### src/rtl/sigmoid_rr_scheduler.sv
// sigmoid_rr_scheduler: round-robin sharing of one sigmoid_approx datapath.
// Define SIGMOID_SCHED_STATS_EN to add the stat_grants/stat_stall counters.

module sigmoid_approx #(
    parameter int DATA_WIDTH = 32,
    parameter int FRAC_WIDTH = 16
) (
    input  logic [DATA_WIDTH-1:0] x,
    output logic [DATA_WIDTH-1:0] y
);
    // Breakpoints are raw codes; the 65536 ceiling needs at least 18 bits.
    if (DATA_WIDTH < 18 || FRAC_WIDTH >= DATA_WIDTH) begin : g_bad_cfg
        $error("sigmoid_approx: unsupported DATA_WIDTH/FRAC_WIDTH");
    end

    localparam logic signed [DATA_WIDTH-1:0] POS_SAT = DATA_WIDTH'(4096);
    localparam logic signed [DATA_WIDTH-1:0] NEG_SAT = -DATA_WIDTH'(4096);
    localparam logic signed [DATA_WIDTH-1:0] HALF    = DATA_WIDTH'(32768);
    localparam logic signed [DATA_WIDTH-1:0] ONE     = DATA_WIDTH'(65536);

    logic signed [DATA_WIDTH-1:0] xs;

    assign xs = $signed(x);

    always_comb begin
        y = (xs >>> 2) + HALF;
        if (xs >= POS_SAT) begin
            y = ONE;
        end else if (xs <= NEG_SAT) begin
            y = '0;
        end
    end
endmodule

module sigmoid_rr_scheduler #(
    parameter int NUM_REQ    = 4,
    parameter int DATA_WIDTH = 32,
    parameter int FRAC_WIDTH = 16,
    parameter int ID_W       = (NUM_REQ > 1) ? $clog2(NUM_REQ) : 1
) (
    input  logic                          clk,
    input  logic                          rst,
    input  logic [NUM_REQ-1:0]            req_valid,
    output logic [NUM_REQ-1:0]            req_ready,
    input  logic [NUM_REQ*DATA_WIDTH-1:0] req_x,
    output logic                          rsp_valid,
    input  logic                          rsp_ready,
    output logic [DATA_WIDTH-1:0]         rsp_y,
    output logic [ID_W-1:0]               rsp_id,
    output logic                          busy
`ifdef SIGMOID_SCHED_STATS_EN
    ,
    output logic [31:0]                   stat_grants,
    output logic [31:0]                   stat_stall
`endif
);
    typedef enum logic [1:0] {
        IDLE,
        CALC,
        RESP
    } state_t;

    state_t state_q;
    state_t state_d;

    logic [ID_W-1:0]       rr_ptr;
    logic [ID_W-1:0]       id_q;
    logic [DATA_WIDTH-1:0] x_q;
    logic [DATA_WIDTH-1:0] sig_y;
    logic [DATA_WIDTH-1:0] x_arr [NUM_REQ];
    logic                  win_found;
    logic [ID_W-1:0]       win_id;
    logic [ID_W-1:0]       ptr_next;
    logic                  rsp_hs;

    for (genvar g = 0; g < NUM_REQ; g++) begin : g_split
        assign x_arr[g] = req_x[g*DATA_WIDTH +: DATA_WIDTH];
    end

    // First valid requester starting at rr_ptr, wrapping modulo NUM_REQ.
    always_comb begin
        logic [ID_W-1:0] idx;
        win_found = 1'b0;
        win_id    = '0;
        idx       = '0;
        for (int k = 0; k < NUM_REQ; k++) begin
            idx = ID_W'((int'(rr_ptr) + k) % NUM_REQ);
            if (!win_found && req_valid[idx]) begin
                win_found = 1'b1;
                win_id    = idx;
            end
        end
    end

    assign busy     = (state_q != IDLE);
    assign rsp_hs   = (state_q == RESP) && rsp_ready;
    assign ptr_next = (id_q == ID_W'(NUM_REQ - 1)) ? '0 : id_q + 1'b1;

    always_comb begin
        req_ready = '0;
        if (state_q == IDLE && win_found) begin
            req_ready[win_id] = 1'b1;
        end
    end

    always_comb begin
        state_d = state_q;
        unique case (state_q)
            IDLE: if (win_found) state_d = CALC;
            CALC: state_d = RESP;
            RESP: if (rsp_ready) state_d = IDLE;
            default: state_d = IDLE;
        endcase
    end

    sigmoid_approx #(
        .DATA_WIDTH(DATA_WIDTH),
        .FRAC_WIDTH(FRAC_WIDTH)
    ) u_sig (
        .x(x_q),
        .y(sig_y)
    );

    always_ff @(posedge clk or posedge rst) begin
        if (rst) begin
            state_q   <= IDLE;
            rr_ptr    <= '0;
            id_q      <= '0;
            x_q       <= '0;
            rsp_valid <= 1'b0;
            rsp_y     <= '0;
            rsp_id    <= '0;
        end else begin
            state_q <= state_d;
            if (state_q == IDLE && win_found) begin
                x_q  <= x_arr[win_id];
                id_q <= win_id;
            end
            if (state_q == CALC) begin
                rsp_y     <= sig_y;
                rsp_id    <= id_q;
                rsp_valid <= 1'b1;
            end
            if (rsp_hs) begin
                rsp_valid <= 1'b0;
                rr_ptr    <= ptr_next;
            end
        end
    end

`ifdef SIGMOID_SCHED_STATS_EN
    always_ff @(posedge clk or posedge rst) begin
        if (rst) begin
            stat_grants <= '0;
            stat_stall  <= '0;
        end else begin
            if (rsp_hs && stat_grants != '1) begin
                stat_grants <= stat_grants + 32'd1;
            end
            if (state_q == RESP && !rsp_ready && stat_stall != '1) begin
                stat_stall <= stat_stall + 32'd1;
            end
        end
    end
`endif
endmodule

### config.mk
export PLATFORM = sky130hd
export DESIGN_NAME = sigmoid_rr_scheduler
export DESIGN_NICKNAME = d
export VERILOG_FILES = /design/src/rtl/sigmoid_rr_scheduler.sv
export SDC_FILE = /design/constraint.sdc
export NUM_CORES = 1
export LEC_CHECK = 0
export BUFFER_PORTS_ARGS = -buffer_cell sky130_fd_sc_hd__buf_2
export CORE_MARGIN = 2
export CORE_UTILIZATION = 43
export CTS_CLUSTER_DIAMETER = 80
export DETAILED_ROUTE_END_ITERATION = 10
export PLACE_DENSITY = 0.75
export SYNTH_ARGS = -nofsm -noshare
export SYNTH_HDL_FRONTEND = slang
export SYNTH_SLANG_ARGS = --single-unit
### constraint.sdc
create_clock -name clk -period 2.8 [get_ports clk]
set_input_delay 0.28 -clock clk [delete_from_list [all_inputs] [get_ports clk]]
set_output_delay 0.28 -clock clk [all_outputs]
set_load 0.01 [all_outputs]
==> flow_summary_export.csv <==
group,metric,value,unit
synth,ys_warn_count,0,
global_routing,grt_max_degree,70,
clock_tree,postCtsHoldBufs,0,
power_and_ir_drop,power,4.66,mW
critical_path,critical_path.max_stage_delay,410,ps
sta,setup_viol,0,
synth,synth.avg_cell_area,10.2,um2
sta,fin_ws,525,ps
critical_path,crit_type,"register to primary output",
global_routing,grt_pass1_vias,3338,
synth,yosysMostFrequentCell,"nand2_1",
synth,synth-edff-count,0,
critical_path,worst_path_max_delay_cell,"dfrtp_1",
global_routing,grt_use_total,0.216,
floorplan,die_area,9430,um2
synth,ys_seq_area_frac,0.483,
sta,whs,6.45,ps
synth,ys_types,35,
cells_and_area,final_util,0.580,
clock_tree,clock_path_buffers,2,
synth,yosys.area.top_type,"dfrtp_1",
critical_path,startpoint_type,"register",
synth,netlist_instances,366,
place,globalplace.congestion,0.825,
place,dp_hpwl,7540,um
clock_tree,cts_root_buf,"clkbuf_8",
floorplan,fp.dieH,97.1,um
drt,drt_iter0_drc,131,
critical_path,worstPathArrival,1990,ps
place,port_buffers,174,
synth,netlist_area,3730,um2
sta,drv_slew,0,
floorplan,initial_utilization,0.449,
sta,period_share,0.812,
clock_tree,cts_tree,"yes",
synth,synthArstFlopShare,1.00,
critical_path,worstPathMaxFanout,69,
global_routing,grt_antenna_before_repair,0,
outcome,status,"completed",
sta,hold_viol_final,0,
cells_and_area,n_antenna_cell,0,
clock_tree,cts_setup_buffers,0,
clock_tree,post_cts_resized,0,
critical_path,crit_chain,"o221a_2, o22ai_4, buf_12, and3_1, buf_2",
floorplan,io_pins,175,
power_and_ir_drop,peakVddDrop,0.000384,V
place,place_ws,738,ps
synth,ys_seq_elements,72,
floorplan,core_area,8300,um2
min_path,hold_class,"input pin to asynchronous set/reset pin",
synth,yosysTopAreaCellShare,0.483,
critical_path,r2r-start,"state_q[1]",
sta,fmax,0.440,GHz
critical_path,crit_required,2520,ps
synth,synth_nets,503,
power_and_ir_drop,power_density,969,nW/um2
drt,drt_pass1_iterations,4,
drt,wl_per_cell,15.5,um
cells_and_area,synthToLayoutAreaGrowth,29.1,%
sta,relSlewSlack,0.590,
sta,setup-tns-final,0,ps
critical_path,ff2ff_path_depth,7,
clock_tree,cts_max_level,3,
global_routing,grt_pass1_wl,16400,um
drt,drc,0,
drt,postRouteAntennaNets,0,
drt,vias_per_cell,5.32,
sta,rsz0062_at_grt,"no",
sta,worstMarginPinSlew,614,ps
power_and_ir_drop,cellLeakagePower,2.68,nW
drt,vias,3411,
floorplan,die_w,97.1,um
clock_tree,cts_inserted_buffers,9,
sta,fin_skew,7.19,ps
clock_tree,clock_sinks,72,
flow_run,maxCapViolCount,0,
cells_and_area,layout-drive-gt1-share,0.375,
global_routing,grt-ovfl-total,0,
clock_tree,path_clk_slew,70,ps
critical_path,r2r_slack,850,ps
critical_path,end_kind,"primary output",
cells_and_area,fin_nets,668,
clock_tree,worst_skew_pair.late_latency,340,ps
critical_path,reg2reg_to,"x_q[28]",
synth,synth.top_cells.by_count,"nand2_1, dfrtp_1, mux2i_1, o221ai_1, o21ai_0",
floorplan,rows,33,
cells_and_area,n_fill_cell,754,
sta,fin_crit,2270,ps
drt,wirelength,9930,um
synth,synthFlopType,"dfrtp_1",
synth,synth.top_cells.by_area,"dfrtp_1, mux2i_1, nand2_1",
[placed cells by master (no fill, tap or decap), types with 2 or more instances in the layout]
| cell | Yosys | layout |
|---|---|---|
| buf_2 | 13 | 174 |
| and2_1 | 7 | 7 |
| or2_1 | 3 | 3 |
| nor3_1 | 4 | 4 |
| mux2i_1 | 64 | 64 |
| dfrtp_1 | 72 | 72 |
| nor2_1 | 5 | 5 |
| inv_1 | 4 | 3 |
| a21oi_1 | 2 | 2 |
| nor2b_1 | 4 | 4 |
| clkbuf_1 | 8 | 3 |
| nand2_1 | 84 | 84 |
| clkinv_2 | 1 | 3 |
| and3_1 | 2 | 2 |
| ha_1 | 2 | 2 |
| buf_4 | 1 | 7 |
| nand2b_1 | 3 | 3 |
| o221ai_1 | 32 | 32 |
| o31ai_1 | 5 | 5 |
| nand3_1 | 3 | 3 |
| clkbuf_8 | 0 | 10 |
| o21ai_0 | 19 | 19 |
| nor4_1 | 6 | 6 |
| nand4_1 | 5 | 5 |
[sequential cells by signal, indices dropped and copies added, names as in the netlist]
name,cells
x_q,32
rsp_y,31
id_q,2
rr_ptr,2
rsp_id,2
state_q,2
rsp_valid,1
[power breakdown]
group	switching, mW	total, mW	internal (mW)	leakage, nW
sequential	0.361	1.84	1.48	0.932
combinational	1.20	2.11	0.912	1.66
clock	0.369	0.713	0.344	0.0834
[routing by layer]
| layer | vias up | global-route usage | wire (um) |
|---|---|---|---|
| li1 | 1652 | - | - |
| met3 | 12 | 0.0396 | 669 |
| met1 | 1596 | 0.292 | 4200 |
| met4 | 0 | 0.0780 | 125 |
| met5 | - | 0 | 0 |
| met2 | 151 | 0.348 | 4930 |
[layout make-up]
class	count	area, um2	share of cell area
multi-input cells	261	1750	0.364
flip-flops and latches	72	1800	0.374
clock inverters	3	17.5	0.00364
clock buffers	13	149	0.0309
well taps	105	131	0.0273
inverters	5	20.0	0.00416
repair buffers	182	943	0.196
[per-stage QoR]
stage | instances | cell area [um2]
final | 641 | 4810
after global routing | 641 | 4810
after detailed placement | 625 | 4650
after CTS | 641 | 4810
after floorplan | 366 | 3730
after global placement | 625 | 4650
[worst max-delay path, delay by kind of cell, from the launching register on]
kind | cells | cell delay, ps
simple gates | 1 | 240
flops | 1 | 410
buf+inv | 2 | 510
compound gates | 2 | 470
[cell families (layout without fill, tap and decap cells)]
kind of cell / Yosys count / after routing / synth area share
AO/OA/AOI/OAI: 63 / 63 / 0.124
multiplexers: 65 / 65 / 0.175
XOR/XNOR: 2 / 2 / 0.00470
buffers and inverters: 33 / 203 / 0.0510
adder cells (fa/ha/maj): 2 / 2 / 0.00671
AND/OR/NAND/NOR: 129 / 129 / 0.155
flip-flops: 72 / 72 / 0.483
[worst max-delay path by stage]
stage,startpoint,end,cells past startpoint
finish,rr_ptr[0],req_ready[2],5
global route,rr_ptr[0],req_ready[2],5
CTS,rr_ptr[0],req_ready[2],5
detailed placement,req_valid[1],x_q[28],8
global placement,req_valid[1],x_q[30],8
floorplan,rst,id_q[0],1
Power figures use the tool's default switching activity.
